**src/rtl/seg_pattern_encoder.sv**
```systemverilog
// Active-low 7-segment pattern to 5-bit character code encoder.
// A valid/ready input feeds an output FIFO; unrecognised patterns are flagged and counted.
module seg_pattern_encoder #(
  parameter int unsigned DEPTH     = 4,
  parameter int unsigned ERR_CNT_W = 8
) (
  input  logic                 clk,
  input  logic                 rst_n,
  input  logic [6:0]           seg_in,
  input  logic                 seg_valid,
  output logic                 seg_ready,
  output logic [4:0]           code_out,
  output logic                 code_err,
  output logic                 code_valid,
  input  logic                 code_ready,
  input  logic                 clr_err,
  output logic [ERR_CNT_W-1:0] err_count
);

  localparam int unsigned PTR_W   = $clog2(DEPTH);
  localparam int unsigned CNT_W   = $clog2(DEPTH + 1);
  localparam int unsigned ENTRY_W = 6;

  logic [ENTRY_W-1:0] mem [DEPTH];
  logic [PTR_W-1:0]   wr_ptr, rd_ptr, rd_ptr_next_c;
  logic [CNT_W-1:0]   count, count_next_c, count_after_pop_c;
  logic [4:0]         lut_code_c;
  logic               lut_err_c;
  logic               push_c, pop_c;
  logic [ENTRY_W-1:0] head_next_c;

  // Pattern lookup; 0010010 is shared by 5 and S and always encodes as 5.
  always_comb begin
    lut_code_c = 5'd0;
    lut_err_c  = 1'b0;
    case (seg_in)
      7'b1000000: lut_code_c = 5'b00000;
      7'b1111001: lut_code_c = 5'b00001;
      7'b0100100: lut_code_c = 5'b00010;
      7'b0110000: lut_code_c = 5'b00011;
      7'b0011001: lut_code_c = 5'b00100;
      7'b0010010: lut_code_c = 5'b00101;
      7'b0000010: lut_code_c = 5'b00110;
      7'b1111000: lut_code_c = 5'b00111;
      7'b0000000: lut_code_c = 5'b01000;
      7'b0010000: lut_code_c = 5'b01001;
      7'b0001000: lut_code_c = 5'b01010;
      7'b0000011: lut_code_c = 5'b01011;
      7'b1000110: lut_code_c = 5'b01100;
      7'b0100001: lut_code_c = 5'b01101;
      7'b0000110: lut_code_c = 5'b01110;
      7'b0001110: lut_code_c = 5'b01111;
      7'b1000010: lut_code_c = 5'b10000;
      7'b0001001: lut_code_c = 5'b10001;
      7'b1001111: lut_code_c = 5'b10010;
      7'b1000111: lut_code_c = 5'b10011;
      7'b1101010: lut_code_c = 5'b10100;
      7'b0001100: lut_code_c = 5'b10101;
      7'b0000111: lut_code_c = 5'b10111;
      7'b1000001: lut_code_c = 5'b11000;
      7'b0111111: lut_code_c = 5'b11001;
      default:    lut_err_c  = 1'b1;
    endcase
  end

  // FIFO bookkeeping; the head register is loaded straight from the lookup when the
  // queue is (or becomes) empty so an empty FIFO has one clock of latency.
  always_comb begin
    push_c            = seg_valid && seg_ready;
    pop_c             = code_valid && code_ready;
    rd_ptr_next_c     = rd_ptr + PTR_W'(pop_c);
    count_after_pop_c = count - CNT_W'(pop_c);
    count_next_c      = count_after_pop_c + CNT_W'(push_c);
    if (push_c && (count_after_pop_c == '0))
      head_next_c = {lut_err_c, lut_code_c};
    else
      head_next_c = mem[rd_ptr_next_c];
  end

  always_ff @(posedge clk) begin
    if (push_c) mem[wr_ptr] <= {lut_err_c, lut_code_c};
  end

  always_ff @(posedge clk or negedge rst_n) begin
    if (!rst_n) begin
      wr_ptr     <= '0;
      rd_ptr     <= '0;
      count      <= '0;
      seg_ready  <= 1'b0;
      code_valid <= 1'b0;
      code_out   <= 5'd0;
      code_err   <= 1'b0;
      err_count  <= '0;
    end else begin
      if (push_c) wr_ptr <= wr_ptr + PTR_W'(1);
      rd_ptr     <= rd_ptr_next_c;
      count      <= count_next_c;
      seg_ready  <= (count_next_c != CNT_W'(DEPTH));
      code_valid <= (count_next_c != '0);
      if (count_next_c != '0) {code_err, code_out} <= head_next_c;
      if (clr_err)
        err_count <= '0;
      else if (push_c && lut_err_c && (err_count != '1))
        err_count <= err_count + ERR_CNT_W'(1);
    end
  end

endmodule

```
**config.mk**
```make
export PLATFORM = sky130hd
export DESIGN_NAME = seg_pattern_encoder
export DESIGN_NICKNAME = d
export VERILOG_FILES = /design/src/rtl/seg_pattern_encoder.sv
export SDC_FILE = /design/constraint.sdc
export NUM_CORES = 1
export LEC_CHECK = 0
export ABC_AREA = 1
export BUFFER_PORTS_ARGS = -buffer_cell sky130_fd_sc_hd__clkbuf_2
export CAP_MARGIN = 20
export CORE_MARGIN = 5
export CORE_UTILIZATION = 45
export CTS_BUF_LIST = sky130_fd_sc_hd__clkbuf_4 sky130_fd_sc_hd__clkbuf_8
export DETAILED_ROUTE_END_ITERATION = 7
export SLEW_MARGIN = 20
export SYNTH_ARGS = -nofsm -noshare
export SYNTH_HDL_FRONTEND = slang
export SYNTH_SLANG_ARGS = --single-unit
```
**constraint.sdc**
```tcl
create_clock -name clk -period 2.3 [get_ports clk]
set_input_delay 0.575 -clock clk [delete_from_list [all_inputs] [get_ports clk]]
set_output_delay 0.575 -clock clk [all_outputs]
set_load 0.01 [all_outputs]
```
==> results by group <==
Power and ir drop
  • Part of the power in registers: 38.8%
  • P_int: 1930 uW
  • Sw Ratio: 38.0%
  • Psw: 1180 uW
  • Pwr Density: 967 nW/um2
  • Leak pwr: 0.00169 uW
  • Clk pwr share: 17.7%
  • Comb power frac: 43.6%
  • Worst VDD drop: 620 uV

Clock network
  • Clock slew at reported path FFs: 0.08 ns
  • CTS max path bufs: 2
  • PostCTS Resize Cnt: 0
  • Clock sinks: 47
  • Post-CTS Hold Buffers: 0
  • Clock H-tree levels: 2
  • Setup bufs post-CTS: 0
  • Num CTS Buffers: 5
  • Root buffer cell: clkbuf_8
  • Worst-skew pair later-pin latency: 0.30 ns
  • CTS tree: done

Routing
  • Routed wire length: 6.20 mm
  • WL per Instance: 12.9 um
  • Vias/cell: 4.94
  • Count of TritonRoute iterations in the first routing pass: 4
  • Initial DRC Count: 93
  • Antenna Nets Post-Route: 0
  • # DRC: 0
  • DR vias: 2369

Global routing
  • Initial antenna violation count: 0
  • Largest net degree at the start of global routing: 24
  • Remaining global-route overflow: 0
  • Vias in the first global route: 2356
  • First-pass GRT wire length: 10.8 mm
  • GRT Total Usage: 16.0%

Yosys
  • Main combinational cell family by area after synthesis: simple AND/OR/NAND/NOR gates
  • XOR/XNOR Fraction of Synth Area: 2.76%
  • Yosys reg bits: 47
  • Post-synthesis adder-cell area fraction: 4.38%
  • Synthesized area per cell: 7.79 um2
  • Synth top cells by count: nand2_1 (93), nor2_1 (60), inv_1 (42)
  • Top cell type's share of synthesized area: 25.2%
  • Syn. warnings: 0
  • Multiplexer area fraction after synthesis: 0%
  • Post-Synth Simple-Gate Area: 37.0%
  • Synth cell types: 29
  • Synth Instances: 367
  • Post-synth ARST share: 48.9%
  • Most numerous cell in the Yosys netlist: nand2_1
  • Post-synth EDFFs: 24
  • Compound-cell area share of the yosys netlist: 3.37%
  • Area of the mapped netlist: 2860 um2
  • Top cells by area, synth: edfxtp_1 (25%), dfrtp_1 (20%), nand2_1 (12%), nor2_1 (7.9%), nand3_1 (5.8%)
  • Syn_nets: 389
  • Seq/Total Area, Yosys: 45.3%
  • Ys flop type: edfxtp_1
  • Area leader, netlist: edfxtp_1

Worst setup path
  • Worst path bufs/invs: 3
  • Worst Setup Start Kind: flop
  • Worst path cell trace: nand2_1 -> inv_1 -> ha_1 -> ha_1 -> inv_1 -> ha_1 -> xor2_1 -> nand3b_1 -> buf_4 -> nand2_1 -> a21oi_1 -> nor2_1
  • R2R Path Start: code_valid
  • Top cell by count, worst path: ha_1
  • Setup CP Type: flop to flop
  • Crit-path leading delay family: adder cells
  • Worst-path fanout max: 13
  • Worst reg2reg endpoint: code_out[2]
  • CP Capture Type: flop
  • Reg2reg path depth: 12
  • Reg2reg setup slack: 0.27 ns
  • Critical Path RT: 2.49 ns
  • CP peak stage delay: 0.38 ns
  • Slowest cell on the critical path: dfrtp_1
  • Crit. path cell count: 12
  • Worst path arrival time: 2.22 ns

Outcome
  • Outcome: finished, final reports clean

Placement
  • Buffers on Ports: 27
  • DP Wirelength: 4.77 mm
  • Pre-CTS setup slack: -0.00657 ns
  • RD Place Congestion: 0.901

Hold path
  • Worst hold-check path type: primary input to asynchronous set/reset pin

Die
  • Die Y: 89.7 um
  • Starting Density: 45.5%
  • Die Span X: 89.7 um
  • I/O pins: 28
  • Core Footprint: 6280 um2
  • Core Rows: 29
  • Die Area: 8050 um2

Timing
  • Min Clock Period, post-route: 2.03 ns
  • Final setup margin: 0.270 ns
  • Hold Violations, Final: 0
  • Worst Tran Pin Value: 0.611 ns
  • Slew Viols, Final: 0
  • RSZ-0062 raised after global routing: no
  • Setup violations, final: 0
  • Fmax: 493 MHz
  • Relative slew slack: 59.3%
  • Setup TNS: 0 ns
  • Setup Skew: 0.00875 ns
  • Final worst-path cycle share: 88.2%

Cells and area
  • Final Net Count: 424
  • Area growth syn-to-layout: 12.4%
  • Ant diodes: 0
  • Layout cells sized above 1: 17.1%

Flow run
  • Total of max-cap violations: 0
==> how the worst max path moves through the flow <==
stage                           from     endpoint  slack (ns)
after CTS                 code_valid  code_out[2]        0.26
after floorplan           code_ready  code_out[0]        0.14
final                     code_valid  code_out[2]        0.27
after global routing      code_valid  code_out[2]        0.05
after detailed placement  code_ready  code_out[2]      -0.007
after global placement    code_ready  code_out[3]        0.02
==> flip-flops by register name (all words and copies together) (netlist names) <==
signal      flops
count           3
mem            24
code_err        1
code_out        5
rd_ptr          2
seg_ready       1
wr_ptr          2
code_valid      1
err_count       8
==> cells in the final DEF, fill, tap and decap left out, drive strengths merged, types with 6 or more instances in the layout <==
| cell type | n |
|---|---|
| nand2 | 102 |
| nor2 | 69 |
| inv | 47 |
| nand3 | 35 |
| clkbuf | 35 |
| edfxtp | 24 |
| dfrtp | 23 |
| nand4 | 12 |
| ha | 10 |
| a21oi | 9 |
| xor2 | 8 |
| nor3 | 6 |
| o21ai | 6 |
| nand3b | 6 |
| buf | 6 |
==> cells by family (layout without fill, tap and decap cells) <==
| group | Yosys count | in the layout |
|---|---|---|
| compound gates | 17 | 17 |
| flops | 47 | 47 |
| simple gates | 231 | 231 |
| fa+ha+maj | 10 | 10 |
| buf+inv | 53 | 89 |
| xor+xnor | 9 | 9 |
==> per-layer routing <==
metal  wire length, um  global-route usage, %  vias to the layer above
li1                  -                      -                     1249
met1              2880                   20.4                     1064
met2              3020                   27.0                       46
met3               199                   2.84                       10
met4                86                   5.67                        0
met5                 0                      0                        -
==> layout make-up <==
| type | instances | area [um2] |
|---|---|---|
| inverters | 48 | 180 |
| fillers | 634 | 3060 |
| repair buffers | 33 | 180 |
| multi-input cells | 267 | 1360 |
| well taps | 77 | 96.3 |
| flip-flops and latches | 47 | 1300 |
| clock buffers | 8 | 104 |
==> power by group through the flow <==
stage | Combinational (uW) | Clock [uW] | Sequential, uW
finish | 1350 | 549 | 1200
global route | 1580 | 600 | 1230
CTS | 1380 | 570 | 1210
detailed placement | 1380 | 0 | 1230
global placement | 1340 | 0 | 1220
floorplan | 954 | 0 | 1240
==> through the flow <==
stage | util, % | power [uW] | hold slack (ns) | std cells | area [um2]
floorplan | - | 2190 | 0.279 | 367 | 2860
global placement | 49.6 | 2560 | 0.501 | 472 | 3110
detailed placement | 49.6 | 2610 | 0.517 | 472 | 3110
CTS | 51.2 | 3160 | 0.284 | 480 | 3210
global route | 51.2 | 3410 | 0.315 | 480 | 3210
finish | 51.2 | 3110 | 0.273 | 480 | 3210
Power figures use the tool's default switching activity.
